File: src/rtl/cc_pkg.sv
// Shared types and defaults for the CPU-side watchdog/reset slice.
package cc_pkg;

  typedef enum logic [1:0] {
    POR  = 2'd0,
    RUN  = 2'd1,
    TRIP = 2'd2,
    HOLD = 2'd3
  } state_e;

  localparam logic [15:0] WDOG_ADDR_DEF = 16'h9600;
  localparam logic [15:0] ADDR_MASK_DEF = 16'hFF80;

  // Masked address compare: only bits set in mask take part.
  function automatic logic addr_hit(input logic [15:0] addr,
                                    input logic [15:0] base,
                                    input logic [15:0] mask);
    return ((addr ^ base) & mask) == 16'h0000;
  endfunction

endpackage

File: src/rtl/wdog_addr_decode.sv
// CPU write-strobe decoder: masked address match, registered one-clk active-low strobe.
module wdog_addr_decode
  import cc_pkg::*;
#(
  parameter logic [15:0] ADDR = WDOG_ADDR_DEF,
  parameter logic [15:0] MASK = ADDR_MASK_DEF
) (
  input  logic        clk,
  input  logic        reset_n,
  input  logic        i_en,
  input  logic        i_force,
  input  logic        cpu_ce,
  input  logic        cpu_wr,
  input  logic [15:0] cpu_addr,
  output logic        o_strobe_n
);

  logic w_hit;
  logic r_strobe_n;

  assign w_hit = addr_hit(cpu_addr, ADDR, MASK);

  // i_force holds the strobe low continuously (watchdog clear while CPU is in reset).
  always_ff @(posedge clk or negedge reset_n) begin
    if (!reset_n) begin
      r_strobe_n <= 1'b0;
    end else if (i_force) begin
      r_strobe_n <= 1'b0;
    end else begin
      r_strobe_n <= ~(i_en & cpu_ce & cpu_wr & w_hit);
    end
  end

  assign o_strobe_n = r_strobe_n;

endmodule

File: src/rtl/wdog_reset_ctrl.sv
// CPU-side watchdog partner: kick decode, trip detection, stretched CPU reset, trip counter.
module wdog_reset_ctrl
  import cc_pkg::*;
#(
  parameter logic [15:0] WDOG_ADDR   = WDOG_ADDR_DEF,
  parameter logic [15:0] ADDR_MASK   = ADDR_MASK_DEF,
  parameter int          HOLD_CYCLES = 16,
  parameter int          CNT_W       = 8
) (
  input  logic             clk,
  input  logic             reset_n,
  input  logic             cpu_ce,
  input  logic [15:0]      cpu_addr,
  input  logic             cpu_wr,
  input  logic             wdog_dis_sw,
  input  logic             WDRESETn,
  output logic             WDOGn,
  output logic             WDISn,
  output logic             cpu_reset_n,
  output logic             wd_trip,
  output logic [CNT_W-1:0] trip_count
);

  localparam int              HC_W      = $clog2(HOLD_CYCLES) + 1;
  localparam logic [HC_W-1:0] HOLD_LAST = HC_W'(HOLD_CYCLES - 1);

  state_e            r_state;
  state_e            w_state_next;
  logic [HC_W-1:0]   r_hold_cnt;
  logic [HC_W-1:0]   w_hold_next;
  logic              r_cpu_reset_n;
  logic              r_wd_trip;
  logic              r_wdis_n;
  logic [CNT_W-1:0]  r_trip_count;
  logic              w_wdog_n;

  always_ff @(posedge clk or negedge reset_n) begin
    if (!reset_n) begin
      r_state    <= POR;
      r_hold_cnt <= '0;
    end else begin
      r_state    <= w_state_next;
      r_hold_cnt <= w_hold_next;
    end
  end

  always_comb begin
    w_state_next = r_state;
    w_hold_next  = r_hold_cnt;
    case (r_state)
      POR: begin
        if (cpu_ce) begin
          if (r_hold_cnt == HOLD_LAST) begin
            w_state_next = RUN;
            w_hold_next  = '0;
          end else begin
            w_hold_next = r_hold_cnt + HC_W'(1);
          end
        end
      end
      RUN: begin
        if (!WDRESETn) begin
          w_state_next = TRIP;
        end
      end
      TRIP: begin
        w_state_next = HOLD;
        w_hold_next  = '0;
      end
      HOLD: begin
        // Saturate at the terminal count until the watchdog releases its output.
        if (cpu_ce) begin
          if (r_hold_cnt == HOLD_LAST) begin
            if (WDRESETn) begin
              w_state_next = RUN;
              w_hold_next  = '0;
            end
          end else begin
            w_hold_next = r_hold_cnt + HC_W'(1);
          end
        end
      end
      default: begin
        w_state_next = POR;
        w_hold_next  = '0;
      end
    endcase
  end

  // Outputs track the state being entered, so they are aligned with r_state.
  always_ff @(posedge clk or negedge reset_n) begin
    if (!reset_n) begin
      r_cpu_reset_n <= 1'b0;
      r_wd_trip     <= 1'b0;
      r_wdis_n      <= 1'b1;
      r_trip_count  <= '0;
    end else begin
      r_cpu_reset_n <= (w_state_next == RUN);
      r_wd_trip     <= (w_state_next == TRIP);
      r_wdis_n      <= (r_state == POR) ? 1'b1 : ~wdog_dis_sw;
      if ((w_state_next == TRIP) && (r_trip_count != {CNT_W{1'b1}})) begin
        r_trip_count <= r_trip_count + CNT_W'(1);
      end
    end
  end

  wdog_addr_decode #(
    .ADDR (WDOG_ADDR),
    .MASK (ADDR_MASK)
  ) u_kick_decode (
    .clk        (clk),
    .reset_n    (reset_n),
    .i_en       (r_state == RUN),
    .i_force    (w_state_next != RUN),
    .cpu_ce     (cpu_ce),
    .cpu_wr     (cpu_wr),
    .cpu_addr   (cpu_addr),
    .o_strobe_n (w_wdog_n)
  );

  assign WDOGn       = w_wdog_n;
  assign WDISn       = r_wdis_n;
  assign cpu_reset_n = r_cpu_reset_n;
  assign wd_trip     = r_wd_trip;
  assign trip_count  = r_trip_count;

endmodule
File: config.mk
export PLATFORM = sky130hd
export DESIGN_NAME = wdog_reset_ctrl
export DESIGN_NICKNAME = d
export VERILOG_FILES = /design/src/rtl/cc_pkg.sv /design/src/rtl/wdog_addr_decode.sv /design/src/rtl/wdog_reset_ctrl.sv
export SDC_FILE = /design/constraint.sdc
export NUM_CORES = 1
export LEC_CHECK = 0
export ABC_AREA = 1
export BUFFER_PORTS_ARGS = -buffer_cell sky130_fd_sc_hd__clkbuf_2
export CORE_ASPECT_RATIO = 0.75
export CORE_UTILIZATION = 49
export CTS_BUF_LIST = sky130_fd_sc_hd__clkbuf_16
export CTS_CLUSTER_DIAMETER = 100
export DETAILED_ROUTE_END_ITERATION = 6
export PLACE_DENSITY = 0.83
export REMOVE_ABC_BUFFERS = 1
export SETUP_SLACK_MARGIN = 0.05
export SYNTH_ARGS = -nofsm -noshare
export SYNTH_HDL_FRONTEND = slang
export SYNTH_SLANG_ARGS = --single-unit
File: constraint.sdc
create_clock -name clk -period 1.7 [get_ports clk]
set_clock_uncertainty 0.1 [all_clocks]
set_input_delay 0.085 -clock clk [delete_from_list [all_inputs] [get_ports clk]]
set_output_delay 0.085 -clock clk [all_outputs]
set_load 0.02 [all_outputs]
=== Yosys cells after proc, flatten, opt, wreduce, memory -nomap -nowiden ===
Index checks and enable logic that the tools add are counted.

* Bits in registers: 19
* Input bits: 22
* Output and inout port bits: 12
* Logic and storage cells: 46

* $add $sub $neg: 2
* Equal/unequal tests: 11
* Muxes and demuxes: 15
* Bitwise logic cells: 6
* Reductions and logical operators: 5

{| class="wikitable"
|+ Operator list
! operator !! number
|-
| two-way mux 5 bit || 5
|-
| zero test 16 bit || 1
|-
| one-hot mux 5 bit (3 select lines) || 1
|-
| two-way mux 2 bit || 6
|-
| adder 8 x 1 -> 8 bit, second input constant || 1
|-
| inequality test 8 bit, second input constant || 1
|-
| one-hot mux 2 bit (4 select lines) || 1
|-
| equality test 2 bit, second input constant || 3
|-
| adder 5 x 1 -> 5 bit, second input constant || 1
|-
| equality test 5 x 4 -> 1 bit, second input constant || 1
|-
| equality test 2 x 1 -> 1 bit, second input constant || 2
|-
| inequality test 2 bit, second input constant || 2
|-
| NOT 4 bit || 1
|-
| AND reduction 4 bit || 1
|-
| AND 1 bit || 3
|-
| inequality test 3 bit, second input constant || 1
|-
| nonzero test 3 bit || 1
|-
| zero test 2 bit || 1
|-
| two-way mux 1 bit || 2
|-
| inequality test 2 x 1 -> 1 bit, second input constant || 1
|-
| NOT 1 bit || 2
|-
| logical AND 1 bit || 1
|}

=== Longest topological paths before layout ===
* Depth after elaboration: 6
* Mapped depth: 8
* Depth with buffers taken out: 8

=== Hierarchy ===
Synthesis repeated with hierarchy kept, for this count alone.

* Cell total of the unflattened synthesis: 143
* Area, all modules: 1068.5 um^2

{| class="wikitable"
|+ By module, submodules not included
! module !! instances !! cells each !! area each (um^2) !! seq. area each (um^2)
|-
| wdog_reset_ctrl || 1 || 124 || 974.7 || 451.7
|-
| wdog_addr_decode || 1 || 19 || 93.8 || 25.0
|}

=== Worst setup path before layout ===
No wires, ideal clock.

* Path kind: register -> register
* Start: register r_trip_count[1], in the netlist trip_count[1]
* End: register r_trip_count[6], in the netlist trip_count[6]
* Setup time: 117 ps
* Arrival: 1286 ps
* Required time: 1483 ps
* Path slack: 198 ps
* Cell stages (with the launch flop): 9
* Path buffers: 0
* Period minus slack after synthesis: 1502 ps
* Path through: dfrtp_1 > ha_1 > nand3_2 > nor2_2 > nand2_2 > nand2_4 > inv_4 > nand2_1 > nand2_1

* Longest elaborated chain between the ends: 2
* Elaborated cells on any way between the ends: 3
* Classes of those cells: add/sub: 1; eq/ne: 1; reduce/logical: 1

{| class="wikitable"
|+ RTL lines
! what !! RTL line !! source
|-
| start: declaration || wdog_reset_ctrl.sv:34 || <nowiki>logic [CNT_W-1:0] r_trip_count;</nowiki>
|-
| start signal: assignment || wdog_reset_ctrl.sv:102 || <nowiki>r_trip_count <= r_trip_count + CNT_W'(1);</nowiki>
|-
| parallel branches: the longest is 2 deep, another holds adder 8 x 1 -> 8 bit || -- ||
|}

Parallel ways; which one is timed is not known.
A chain may end at the register's enable or synchronous reset.

=== Final worst setup path ===
* Start: register r_trip_count[0], in the netlist trip_count[0]
* End: register r_trip_count[6], in the netlist trip_count[6]

Same word-level chain as after synthesis.

==> results.sh <==
export IMPL_globalplace_congestion=0.789
export IMPL_design_power_total_uw=1390
export IMPL_post_syn_instances=135
export IMPL_tritoncts_num_buffers=3
export IMPL_cell_taking_the_most_area_after_synthesis="sky130_fd_sc_hd__dfrtp_1"
export IMPL_worstMarginPinSlew_ps=465
export IMPL_synth_top_cells_by_area="sky130_fd_sc_hd__dfrtp_1 (42%), sky130_fd_sc_hd__nand2_1 (16%), sky130_fd_sc_hd__inv_1 (4.9%)"
export IMPL_timing_critical_path_from_type="flop"
export IMPL_cts_hold_fix_buffers=3
export IMPL_power_density_cell_area_nw_per_um2=1040
export IMPL_irDropWorstVdd_uv=737
export IMPL_area_growth_synth_to_final_pct=23.8
export IMPL_syn_mean_instance_area_sq_um=8.02
export IMPL_postRouteWirelength_mm=2.11
export IMPL_syn_cell_area_sq_um=1080
export IMPL_clk_root_buffer_cell="sky130_fd_sc_hd__clkbuf_16"
export IMPL_synth_ff_latch_count=19
export IMPL_crit_required_ps=1750
export IMPL_gr_total_overflow=0
export IMPL_grt_first_pass_wirelength_mm=3.43
export IMPL_drt_first_pass_iters=4
export IMPL_num_nets_final=192
export IMPL_die_area_sq_um=2400
export IMPL_hold_violations=0
export IMPL_antenna_violating_nets_post_route=0
export IMPL_std_cell_rows=14
export IMPL_period_utilization_post_route=0.894
export IMPL_maximum_fanout_encountered_on_the_critical_timing_path=10
export IMPL_initial_standard_cell_utilization_of_the_core=0.528
export IMPL_track_usage=0.189
export IMPL_achievable_frequency_mhz=658
export IMPL_period_needed_ps=1520
export IMPL_rsz0062_at_grt="false"
export IMPL_detailedPlace_worstSlack_ps=197
export IMPL_cts_tree="built"
export IMPL_seq_area_frac_synth=0.440
export IMPL_run_status="finished clean"
export IMPL_placement_io_buffers=26
export IMPL_seq_power_share=0.437
export IMPL_core_area_sq_um=2050
export IMPL_timing_hold_ws_ps=47.0
export IMPL_synth_top_area_frac=0.416
export IMPL_total_leakage_power_uw=0.000711
export IMPL_maxSlewViolCount=0
export IMPL_drv_max_cap_violation_count=0
export IMPL_initial_antenna_violation_count=0
export IMPL_clk_path_buf_depth=2
export IMPL_setup_ws_ps=181
export IMPL_switching_part_of_the_total=0.309
export IMPL_worstSetupPathType="flop to flop"
export IMPL_die_height_um=42.7
export IMPL_pwr_share_clk=0.346
export IMPL_setup_reg_to_reg_worst_slack_ps=180
export IMPL_num_vias=972
export IMPL_num_antenna_cells=0
export IMPL_first_global_vias=804
export IMPL_detailedRoute_firstIterationViolations=45
export IMPL_switching_power_uw=429
export IMPL_slew_headroom=0.690
export IMPL_synth_cell_type_count=26
export IMPL_fin_setup_tns_ps=0
export IMPL_drt_drc_violations_left=0
export IMPL_layout_drive_gt1_share=0.275
export IMPL_power_internal_uw=962
export IMPL_ys_warnings_count=0
export IMPL_layout_core_utilization=0.654
export IMPL_setup_viol_count_final=0
export IMPL_tritoncts_num_sinks=19
export IMPL_clkTransAtPathRegs_ps=60
export IMPL_ios=34
export IMPL_cts_resized=0
export IMPL_clock_latency_ps=250
export IMPL_die_x_um=56.3
export IMPL_post_detailed_route_wirelength_per_cell_um=11.1
export IMPL_cts_repair_timing_setup_buffer_count=0
export IMPL_timing_hold_worst_class="input pin to flop"
export IMPL_combPwrFrac=0.218
export IMPL_data_arrival_time_at_the_worst_slack_endpoint_ps=1560
export IMPL_dpl_hpwl_mm=1.51
export IMPL_htree_levels=1
export IMPL_detail_route_vias_per_cell=5.09
export IMPL_setup_worst_path_end_class="flop"
export IMPL_grt_start_max_net_pins=20
## power by group through the flow
stage,combinational (uW),sequential (uW),clock [uW]
global route,341,615,503
floorplan,196,622,0
global placement,284,606,0
CTS,307,605,492
detailed placement,297,611,0
finish,303,607,481
## cell families (layout without fill, tap and decap cells)
logic type,Yosys count,after routing,share of synthesized area
adders and majority gates,2,2,0.0231
AOI/OAI and AO/OA,11,11,0.0705
DFF,19,19,0.440
xor gates and xnor gates,4,4,0.0324
buffers and inverters,17,49,0.0682
and+or+nand+nor,82,82,0.365
## layer usage
| layer | part of all wire | global-route usage | up-vias |
|---|---|---|---|
| met2 | 0.50 | 0.321 | 38 |
| met1 | 0.43 | 0.229 | 432 |
| li1 | - | - | 498 |
| met5 | 0 | 0 | - |
| met4 | 0.011 | 0.0634 | 0 |
| met3 | 0.062 | 0.0579 | 4 |
## path summary, 6_finish.rpt
path                               start  cells past startpoint                       end
max reg2reg                trip_count[0]                      8             trip_count[6]
min in group asynchronous        reset_n                      2             trip_count[3]
min                         cpu_addr[15]                      4  u_kick_decode.o_strobe_n
max in group asynchronous        reset_n                      2                     WDISn
max                        trip_count[0]                      8             trip_count[6]
min reg2reg                   r_state[0]                      1                     WDISn
## synthesized netlist by cell type
cell type                   n
sky130_fd_sc_hd__inv_1     14
sky130_fd_sc_hd__inv_4      1
sky130_fd_sc_hd__xor2_1     3
sky130_fd_sc_hd__nand3b_1   1
sky130_fd_sc_hd__ha_1       2
sky130_fd_sc_hd__buf_6      1
sky130_fd_sc_hd__dfrtp_1   18
sky130_fd_sc_hd__o21bai_1   1
sky130_fd_sc_hd__a21oi_1    1
sky130_fd_sc_hd__nand3_2    1
sky130_fd_sc_hd__nand4_1    7
sky130_fd_sc_hd__nand2_2    3
sky130_fd_sc_hd__nand2_1   46
sky130_fd_sc_hd__inv_2      1
sky130_fd_sc_hd__o21ai_0    1
sky130_fd_sc_hd__nand2_4    1
sky130_fd_sc_hd__o21ai_2    5
sky130_fd_sc_hd__nand3_1    8
sky130_fd_sc_hd__xnor2_1    1
sky130_fd_sc_hd__nor3_4     1
sky130_fd_sc_hd__nor2_2     2
sky130_fd_sc_hd__nand2_8    1
sky130_fd_sc_hd__dfstp_2    1
sky130_fd_sc_hd__o21ai_1    3
sky130_fd_sc_hd__nor2_1    10
sky130_fd_sc_hd__nor3_1     1
## sequential cells by signal (all words and copies together) (netlist names)
register and count:
r_hold_cnt 5, trip_count 8, WDISn 1, wd_trip 1, u_kick_decode.o_strobe_n 1, cpu_reset_n 1
r_state 2
## through the flow
step	cells	cell area, sq um
2_1_floorplan	134	1070
6_report	191	1340
4_1_cts	191	1340
5_1_grt	191	1340
3_5_place_dp	184	1230
3_3_place_gp	184	1230
## cell usage in the layout, fill, tap and decap left out
| master | netlist | final |
|---|---|---|
| sky130_fd_sc_hd__a21oi_1 | 1 | 1 |
| sky130_fd_sc_hd__clkbuf_16 | 0 | 3 |
| sky130_fd_sc_hd__clkbuf_2 | 0 | 26 |
| sky130_fd_sc_hd__dfrtp_1 | 18 | 18 |
| sky130_fd_sc_hd__dfstp_2 | 1 | 1 |
| sky130_fd_sc_hd__dlygate4sd3_1 | 0 | 3 |
| sky130_fd_sc_hd__ha_1 | 2 | 2 |
| sky130_fd_sc_hd__inv_1 | 14 | 15 |
| sky130_fd_sc_hd__inv_2 | 1 | 1 |
| sky130_fd_sc_hd__inv_4 | 1 | 1 |
| sky130_fd_sc_hd__nand2_1 | 46 | 46 |
| sky130_fd_sc_hd__nand2_2 | 3 | 3 |
| sky130_fd_sc_hd__nand2_4 | 1 | 1 |
| sky130_fd_sc_hd__nand2_8 | 1 | 1 |
| sky130_fd_sc_hd__nand3_1 | 8 | 8 |
| sky130_fd_sc_hd__nand3_2 | 1 | 1 |
| sky130_fd_sc_hd__nand3b_1 | 1 | 1 |
| sky130_fd_sc_hd__nand4_1 | 7 | 7 |
| sky130_fd_sc_hd__nor2_1 | 10 | 10 |
| sky130_fd_sc_hd__nor2_2 | 2 | 2 |
| sky130_fd_sc_hd__nor3_1 | 1 | 1 |
| sky130_fd_sc_hd__nor3_4 | 1 | 1 |
| sky130_fd_sc_hd__o21ai_0 | 1 | 1 |
| sky130_fd_sc_hd__o21ai_1 | 3 | 3 |
| sky130_fd_sc_hd__o21ai_2 | 5 | 5 |
| sky130_fd_sc_hd__o21bai_1 | 1 | 1 |
| sky130_fd_sc_hd__xnor2_1 | 1 | 1 |
| sky130_fd_sc_hd__xor2_1 | 3 | 3 |
## worst max-delay path, stage by stage (launching register included)
cell                      delay [ps]
sky130_fd_sc_hd__dfrtp_1         410
sky130_fd_sc_hd__ha_1            250
sky130_fd_sc_hd__nand3_2         120
sky130_fd_sc_hd__nor2_2          140
sky130_fd_sc_hd__nand2_2          70
sky130_fd_sc_hd__nand2_4         130
sky130_fd_sc_hd__inv_4            70
sky130_fd_sc_hd__nand2_1          70
sky130_fd_sc_hd__nand2_1          40
## cell type report
cell class / instances / area (sq um)
clock inverters: 1 / 3.75
clock buffers: 3 / 75.1
multi-input cells: 99 / 532
repair buffers: 29 / 160
inverters: 16 / 62.6
fillers: 173 / 709
well taps: 24 / 30.0
flip-flops and latches: 19 / 477
(Power assumes the default switching activity.)
